## config.mk

```make
export PLATFORM = sky130hd
export DESIGN_NAME = timer_entry
export DESIGN_NICKNAME = d
export VERILOG_FILES = /design/src/rtl/timer_entry.sv
export SDC_FILE = /design/constraint.sdc
export NUM_CORES = 1
export LEC_CHECK = 0
export BUFFER_PORTS_ARGS = -buffer_cell sky130_fd_sc_hd__buf_2
export CAP_MARGIN = 20
export CORE_ASPECT_RATIO = 1.25
export CORE_MARGIN = 5
export CORE_UTILIZATION = 50
export CTS_CLUSTER_SIZE = 8
export DETAILED_ROUTE_END_ITERATION = 10
export PLACE_DENSITY = 0.74
export SETUP_SLACK_MARGIN = 0.05
export SKIP_CTS_REPAIR_TIMING = 1
export SLEW_MARGIN = 20
export SYNTH_ARGS = -nofsm -noshare
export SYNTH_HDL_FRONTEND = slang
export SYNTH_HIERARCHICAL = 1
export SYNTH_SLANG_ARGS = --single-unit
```

## constraint.sdc

```tcl
create_clock -name clk -period 2.2 [get_ports clk]
set_input_delay 0.66 -clock clk [delete_from_list [all_inputs] [get_ports clk]]
set_output_delay 0.66 -clock clk [all_outputs]
set_load 0.03 [all_outputs]
```

## src/rtl/timer_entry.sv

```systemverilog
`default_nettype none
// ============================================================================
//  Module   : timer_entry
//  Brief    : Front-panel input stage: button debounce and two-digit keypad
//             heat-time entry for the microwave controller.
//  Revision : 1.0  initial release
// ============================================================================

module timer_entry_debounce #(
    parameter int DEBOUNCE_CYCLES = 4
) (
    input  logic clk,
    input  logic reset,
    input  logic raw,
    output logic pulse
);

    localparam int                CNT_W  = $clog2(DEBOUNCE_CYCLES + 1);
    localparam logic [CNT_W-1:0]  C_LAST = CNT_W'(DEBOUNCE_CYCLES - 1);

    logic             r_level;
    logic [CNT_W-1:0] r_cnt;
    logic             r_pulse;

    // The run counter only advances while raw disagrees with the accepted
    // level; any agreeing sample restarts the run, so short glitches vanish.
    always_ff @(posedge clk or posedge reset) begin
        if (reset) begin
            r_level <= 1'b0;
            r_cnt   <= '0;
            r_pulse <= 1'b0;
        end else begin
            r_pulse <= 1'b0;
            if (raw != r_level) begin
                if (r_cnt == C_LAST) begin
                    r_level <= raw;
                    r_cnt   <= '0;
                    r_pulse <= raw;
                end else begin
                    r_cnt <= r_cnt + 1'b1;
                end
            end else begin
                r_cnt <= '0;
            end
        end
    end

    assign pulse = r_pulse;

endmodule

module timer_entry #(
    parameter int DEBOUNCE_CYCLES = 4,
    parameter int DEFAULT_TIME    = 60
) (
    input  logic       clk,
    input  logic       reset,
    input  logic       key_valid,
    input  logic [3:0] key_code,
    input  logic       entry_enable,
    input  logic       start_raw,
    input  logic       cancel_raw,
    output logic [6:0] timer,
    output logic [1:0] digit_count,
    output logic       start_button,
    output logic       cancel_button,
    output logic       entry_error
);

    localparam logic [1:0] S_EMPTY = 2'd0;
    localparam logic [1:0] S_ONE   = 2'd1;
    localparam logic [1:0] S_FULL  = 2'd2;

    localparam logic [6:0] C_DEFAULT  = 7'(DEFAULT_TIME);
    localparam logic [3:0] C_MAX_DIG  = 4'd9;
    localparam logic [3:0] C_CLEAR    = 4'd10;

    logic [1:0] r_state;
    logic [1:0] w_state_next;
    logic [6:0] r_val;
    logic [6:0] w_val_next;
    logic       r_key_prev;
    logic       w_key_rise;
    logic       w_err_next;
    logic [6:0] w_timer_next;
    logic [6:0] r_timer;
    logic       r_error;

    timer_entry_debounce #(
        .DEBOUNCE_CYCLES (DEBOUNCE_CYCLES)
    ) u_start_db (
        .clk   (clk),
        .reset (reset),
        .raw   (start_raw),
        .pulse (start_button)
    );

    timer_entry_debounce #(
        .DEBOUNCE_CYCLES (DEBOUNCE_CYCLES)
    ) u_cancel_db (
        .clk   (clk),
        .reset (reset),
        .raw   (cancel_raw),
        .pulse (cancel_button)
    );

    assign w_key_rise = key_valid & ~r_key_prev;

    always_ff @(posedge clk or posedge reset) begin
        if (reset) begin
            r_state    <= S_EMPTY;
            r_val      <= '0;
            r_key_prev <= 1'b0;
        end else begin
            r_state    <= w_state_next;
            r_val      <= w_val_next;
            r_key_prev <= key_valid;
        end
    end

    // Cancel outranks a coincident keypress; the key is simply dropped.
    always_comb begin
        w_state_next = r_state;
        w_val_next   = r_val;
        w_err_next   = 1'b0;
        if (cancel_button) begin
            w_state_next = S_EMPTY;
            w_val_next   = '0;
        end else if (w_key_rise && entry_enable) begin
            if (key_code <= C_MAX_DIG) begin
                case (r_state)
                    S_EMPTY: begin
                        w_val_next   = 7'(key_code);
                        w_state_next = S_ONE;
                    end
                    S_ONE: begin
                        w_val_next   = r_val * 7'd10 + 7'(key_code);
                        w_state_next = S_FULL;
                    end
                    S_FULL: begin
                        w_err_next = 1'b1;
                    end
                    default: begin
                        w_state_next = S_EMPTY;
                        w_val_next   = '0;
                    end
                endcase
            end else if (key_code == C_CLEAR) begin
                w_state_next = S_EMPTY;
                w_val_next   = '0;
            end else begin
                w_err_next = 1'b1;
            end
        end
    end

    always_comb begin
        w_timer_next = (w_state_next == S_EMPTY) ? C_DEFAULT : w_val_next;
    end

    always_ff @(posedge clk or posedge reset) begin
        if (reset) begin
            r_timer <= C_DEFAULT;
            r_error <= 1'b0;
        end else begin
            r_timer <= w_timer_next;
            r_error <= w_err_next;
        end
    end

    assign timer       = r_timer;
    assign entry_error = r_error;
    assign digit_count = r_state;

endmodule

`default_nettype wire
```

After elaboration in Yosys (flattened, before gate mapping)
Cells that the tools add are included.
{ "word_totals": {"regBits": 28, "input_bits": 10, "output_inout_bits": 12, "wordCells": 54} }
{ "op_classes": {"addsub": 3, "mul": 1, "order_cmp": 1, "n_eq_ne": 7, "muxes": 24, "bitwise_logic": 2, "reduce_logical": 5} }
{ "ops": {"columns": ["operator", "n"], "rows": [
  ["7-bit 2-to-1 mux", 5],
  ["7-bit one-hot mux with 3 select lines", 1],
  ["3-bit 2-to-1 mux", 4],
  ["1-bit 2-to-1 mux", 9],
  ["2-bit 2-to-1 mux", 4],
  ["7-bit by 4-bit adder with 7-bit output", 1],
  ["7-bit by 3-bit multiplier with 6-bit output (second input constant)", 1],
  ["3-bit by 1-bit adder with 3-bit output (second input constant)", 2],
  ["3-bit by 2-bit == test with 1-bit output (second input constant)", 2],
  ["2-bit one-hot mux with 3 select lines", 1],
  ["4-bit == test (second input constant)", 1],
  ["4-bit less-or-equal comparator (second input constant)", 1],
  ["2-bit zero test", 2],
  ["2-bit AND reduction", 2],
  ["2-bit by 1-bit == test with 1-bit output (second input constant)", 1],
  ["2-bit == test (second input constant)", 1],
  ["1-bit inequality test", 2],
  ["1-bit bitwise AND", 1],
  ["1-bit logical AND", 1],
  ["1-bit inverter", 1]
]} }

Depth between registers and ports, before layout
{ "depth": {"word_depth": 7, "ltp_mapped": 9, "depth_no_buf": 9} }

By module
The synthesis kept the hierarchy.
{ "by_module_without_submodules": {"columns": ["module", "instances", "cells_each", "area_per_inst_um2", "seq_area_each_um2"], "rows": [
  ["timer_entry", 1, 104, 1114.8, 455.4],
  ["timer_entry_debounce", 2, 14, 210.2, 125.1]
]} }

Worst setup path before layout
Ideal clock, no wire load.
{ "synth_path": {"path_type": "reg-to-reg", "startpoint": "register r_val[1]", "endpoint": "register r_timer[6] (netlist: timer[6])", "setup_time_ps": 111, "arrival_ps": 2234, "t_required_ps": 2089, "path_slack_ps": -145, "path_stages_with_launch": 9, "n_path_buf": 0, "period_less_slack_ps": 2345, "cell_sequence": "dfrtp_1 ha_1 ha_1 inv_1 fa_1 nor4b_2 xnor2_1 a221oi_2 a2111oi_2"} }
{ "synth_via": {"elab_chain_len": 7} }
{ "synth_lines": {"columns": ["element", "line_no", "text"], "rows": [
  ["start: declaration", "80", "logic [6:0] r_val;"],
  ["start signal: assignment", "116", "r_val <= w_val_next;"],
  ["7-bit by 3-bit multiplier with 6-bit output", "137", "w_val_next = r_val * 7'd10 + 7'(key_code);"],
  ["7-bit by 4-bit adder with 7-bit output", "137", null],
  ["7-bit one-hot mux with 3 select lines", "131", "case (r_state)"],
  ["7-bit 2-to-1 mux", "130", "if (key_code <= C_MAX_DIG) begin"],
  ["7-bit 2-to-1 mux", "129", "end else if (w_key_rise && entry_enable) begin"],
  ["7-bit 2-to-1 mux", "126", "if (cancel_button) begin"],
  ["7-bit 2-to-1 mux", "158", "w_timer_next = (w_state_next == S_EMPTY) ? C_DEFAULT : w_val_next;"],
  ["net w_timer_next[6]", "85", "logic [6:0] w_timer_next;"],
  ["end signal: assignment", "166", "r_timer <= w_timer_next;"],
  ["end: declaration", "86", "logic [6:0] r_timer;"]
]} }
The timed path passes the listed nets, and every way through them passes these cells.
A chain may end at the register's enable or synchronous reset.

Worst setup path after layout
{ "layout_path": {"startpoint": "register r_val[3]", "endpoint": "register r_timer[6] (netlist: timer[6])"} }
The elaborated chain is that of the path after synthesis.

==> flow_summary.json <==
{
  "die_x_um": 59.6,
  "rsz0062_at_grt": "true",
  "drtIter0Drc": 23,
  "hold_path.class": "in -> async",
  "core-area_mm2": 0.00295,
  "place.gp.congestion": 0.800,
  "dp_cells": 197,
  "r2r_end": "timer[6]",
  "skew_ns": 0.00318,
  "max_freq_ghz": 0.444,
  "synth_compound_area_share_pct": 15.1,
  "synth_cells": 132,
  "crit_path_start_kind": "register",
  "muxShareOfSynthArea_pct": 1.47,
  "synth_xor_area_share_pct": 5.13,
  "grt_pass1_wl_um": 5290,
  "path_class": "reg -> reg",
  "r2r_slack_ns": -0.05,
  "r2r_start": "r_val[3]",
  "grt_pass1_vias": 1241,
  "yosys.area_share.adder_pct": 13.2,
  "synth_top_area_share_pct": 39.1,
  "relSlewSlack_pct": 56.9,
  "cts_root_buffer": "clkbuf_4",
  "seq_area_frac_synth_pct": 46.0,
  "yosysUniqueCellTypes": 37,
  "setup_viol_count_final": 2,
  "stdcell_count": 203,
  "grt_max_degree": 19,
  "antenna_found_initial": 0,
  "vdd_drop_max_mv": 0.785,
  "diodes": 0,
  "cellPowerDensity_mw_per_mm2": 1350,
  "grt.overflow.total": 0,
  "pre_cts_slack_ns": -0.0666,
  "whs_ns": 0.229,
  "setup_ws_ns": -0.0516,
  "syn_area_mm2": 0.00154,
  "ioPinCount": 22,
  "routed_wl_um": 3070,
  "report.final.slew_viol_count": 0,
  "grt_use_total_pct": 15.8,
  "via_per_inst": 5.55,
  "vias": 1126,
  "synth_top_family_by_area": "simple AND/OR/NAND/NOR gates",
  "ys.flop_type": "dfrtp_1",
  "antenna_left": 0,
  "clock_latency_ns": 0.32,
  "critPathMaxFanout": 2,
  "tightest_slew_ns": 0.646,
  "yosys.area.top_type": "dfrtp_1",
  "worstPathRequired_ns": 2.41,
  "ys_ff_latch": 28,
  "dr.pass1.iters": 4,
  "synthArstFlopShare_pct": 100,
  "r2r_cells": 8,
  "synthSimpleGateAreaFrac_pct": 15.7,
  "synth-edff-count": 0,
  "cts_max_level": 1,
  "nets": 193,
  "hpwl_um": 2500,
  "end_kind": "register",
  "synth_nets": 157,
  "p_leak_nw": 0.895,
  "failed_checks": "negative setup slack",
  "dieArea_mm2": 0.00429,
  "max_cap_viol_count": 0,
  "area_growth_pct": 19.9,
  "drc": 0,
  "initial_utilization_pct": 52.1,
  "synth.area.top_cells": "dfrtp_1 39%, ha_1 11%, dfstp_2 6.8%, nor2_1 3.7%, xnor2_1 3.4%",
  "final_cell_mix": "24 x dfrtp_1, 21 x buf_2, 15 x nor2_1, 12 x buf_4, 11 x ha_1",
  "syn_avg_cell_area_um2": 11.6,
  "clock_sinks": 28,
  "wl_per_cell_um": 15.1,
  "port_buffers": 21,
  "status": "finished with violations",
  "ctsLongestPathBuffers": 2,
  "dieHeight_um": 72.0,
  "finalCriticalPeriod_ns": 2.25,
  "fin_util_pct": 62.5,
  "row_count": 22,
  "cts_tree": "yes",
  "mostFrequentLayoutCell": "dfrtp_1",
  "ys_warn_count": 6,
  "critPathArrivalTime_ns": 2.46,
  "finalCritPeriodShare_pct": 102,
  "cts_buffers": 3,
  "clk_pin_slew_ns": 0.14,
  "drive_above_1_share_pct": 37.7,
  "hold_violations": 0
}
cells by family (layout without fill, tap and decap cells):
family | after synthesis | after routing
AOI/OAI and AO/OA | 26 | 26
xor gates and xnor gates | 9 | 9
adders and majority gates | 15 | 15
buffers and inverters | 13 | 48
DFF | 28 | 28
muxes | 2 | 2
and+or+nand+nor | 39 | 39
layer usage:
metal	global-route usage, %	share of wire [%]
met1	16.2	37
met3	2.85	4.8
met2	30.7	58
met4	5.42	0.75
met5	0	0
worst max-delay path, cell delays in order, from the launching register on:
cell and delay [ns]:
dfrtp_1 0.44, ha_4 0.28, ha_4 0.12, inv_2 0.03, fa_1 0.46, nor4b_2 0.26
xnor2_1 0.17, a221oi_2 0.10, a2111oi_2 0.30
cells in the mapped netlist, types with 2 or more instances:
master	instances
dfstp_2	4
a22oi_1	3
xor2_1	3
a32oi_2	2
fa_1	2
nor3b_2	2
dfrtp_1	24
ha_1	13
mux2_2	2
nor3b_1	2
o21ai_2	2
a32oi_1	3
nor2b_4	2
nor3_1	3
and3_1	2
nand2_1	5
nand3b_1	2
and3b_2	2
a22o_1	3
nor2b_1	2
a21oi_1	2
nor2_1	15
xnor2_1	6
o21ai_0	3
inv_1	11
state kept, by name (all words and copies together) (netlist names):
name,cells
digit_count,2
entry_error,1
r_key_prev,1
r_val,7
timer,7
u_cancel_db/pulse,1
u_cancel_db/r_cnt,3
u_cancel_db/r_level,1
u_start_db/pulse,1
u_start_db/r_cnt,3
u_start_db/r_level,1
cell type report:
class / count / area (um^2)
Clock buffer: 4 / 36.3
Fill cell: 245 / 1100
Inverter: 11 / 41.3
Multi-Input combinational cell: 91 / 817
Sequential cell: 28 / 706
Tap cell: 36 / 45.0
Timing Repair Buffer: 33 / 195
power by group:
| part | leakage [nW] | switching [W] | internal [W] |
|---|---|---|---|
| logic | 0.519 | 0.000757 | 0.000647 |
| registers | 0.355 | 0.000118 | 0.000718 |
| clock network | 0.0210 | 0.000138 | 0.000101 |
| total | 0.895 | 0.00101 | 0.00147 |
how the worst max path moves through the flow:
stage,to,cells after the start,from
5_1_grt,timer[6],8,r_val[3]
3_5_place_dp,r_val[6],8,r_val[3]
2_1_floorplan,r_val[6],8,r_val[1]
4_1_cts,r_val[6],8,r_val[3]
3_3_place_gp,r_val[6],8,r_val[3]
6_report,timer[6],8,r_val[3]
stage by stage:
step                      area (um^2)  TNS, ns  power (W)
after floorplan                  1540        0    0.00176
after global placement           1750        0    0.00209
after detailed placement         1750   -0.147    0.00215
after CTS                        1790   -0.163    0.00240
after global routing             1840   -0.223    0.00268
final                            1840  -0.0732    0.00248
Note: power is estimated with default switching activity, not from simulation.
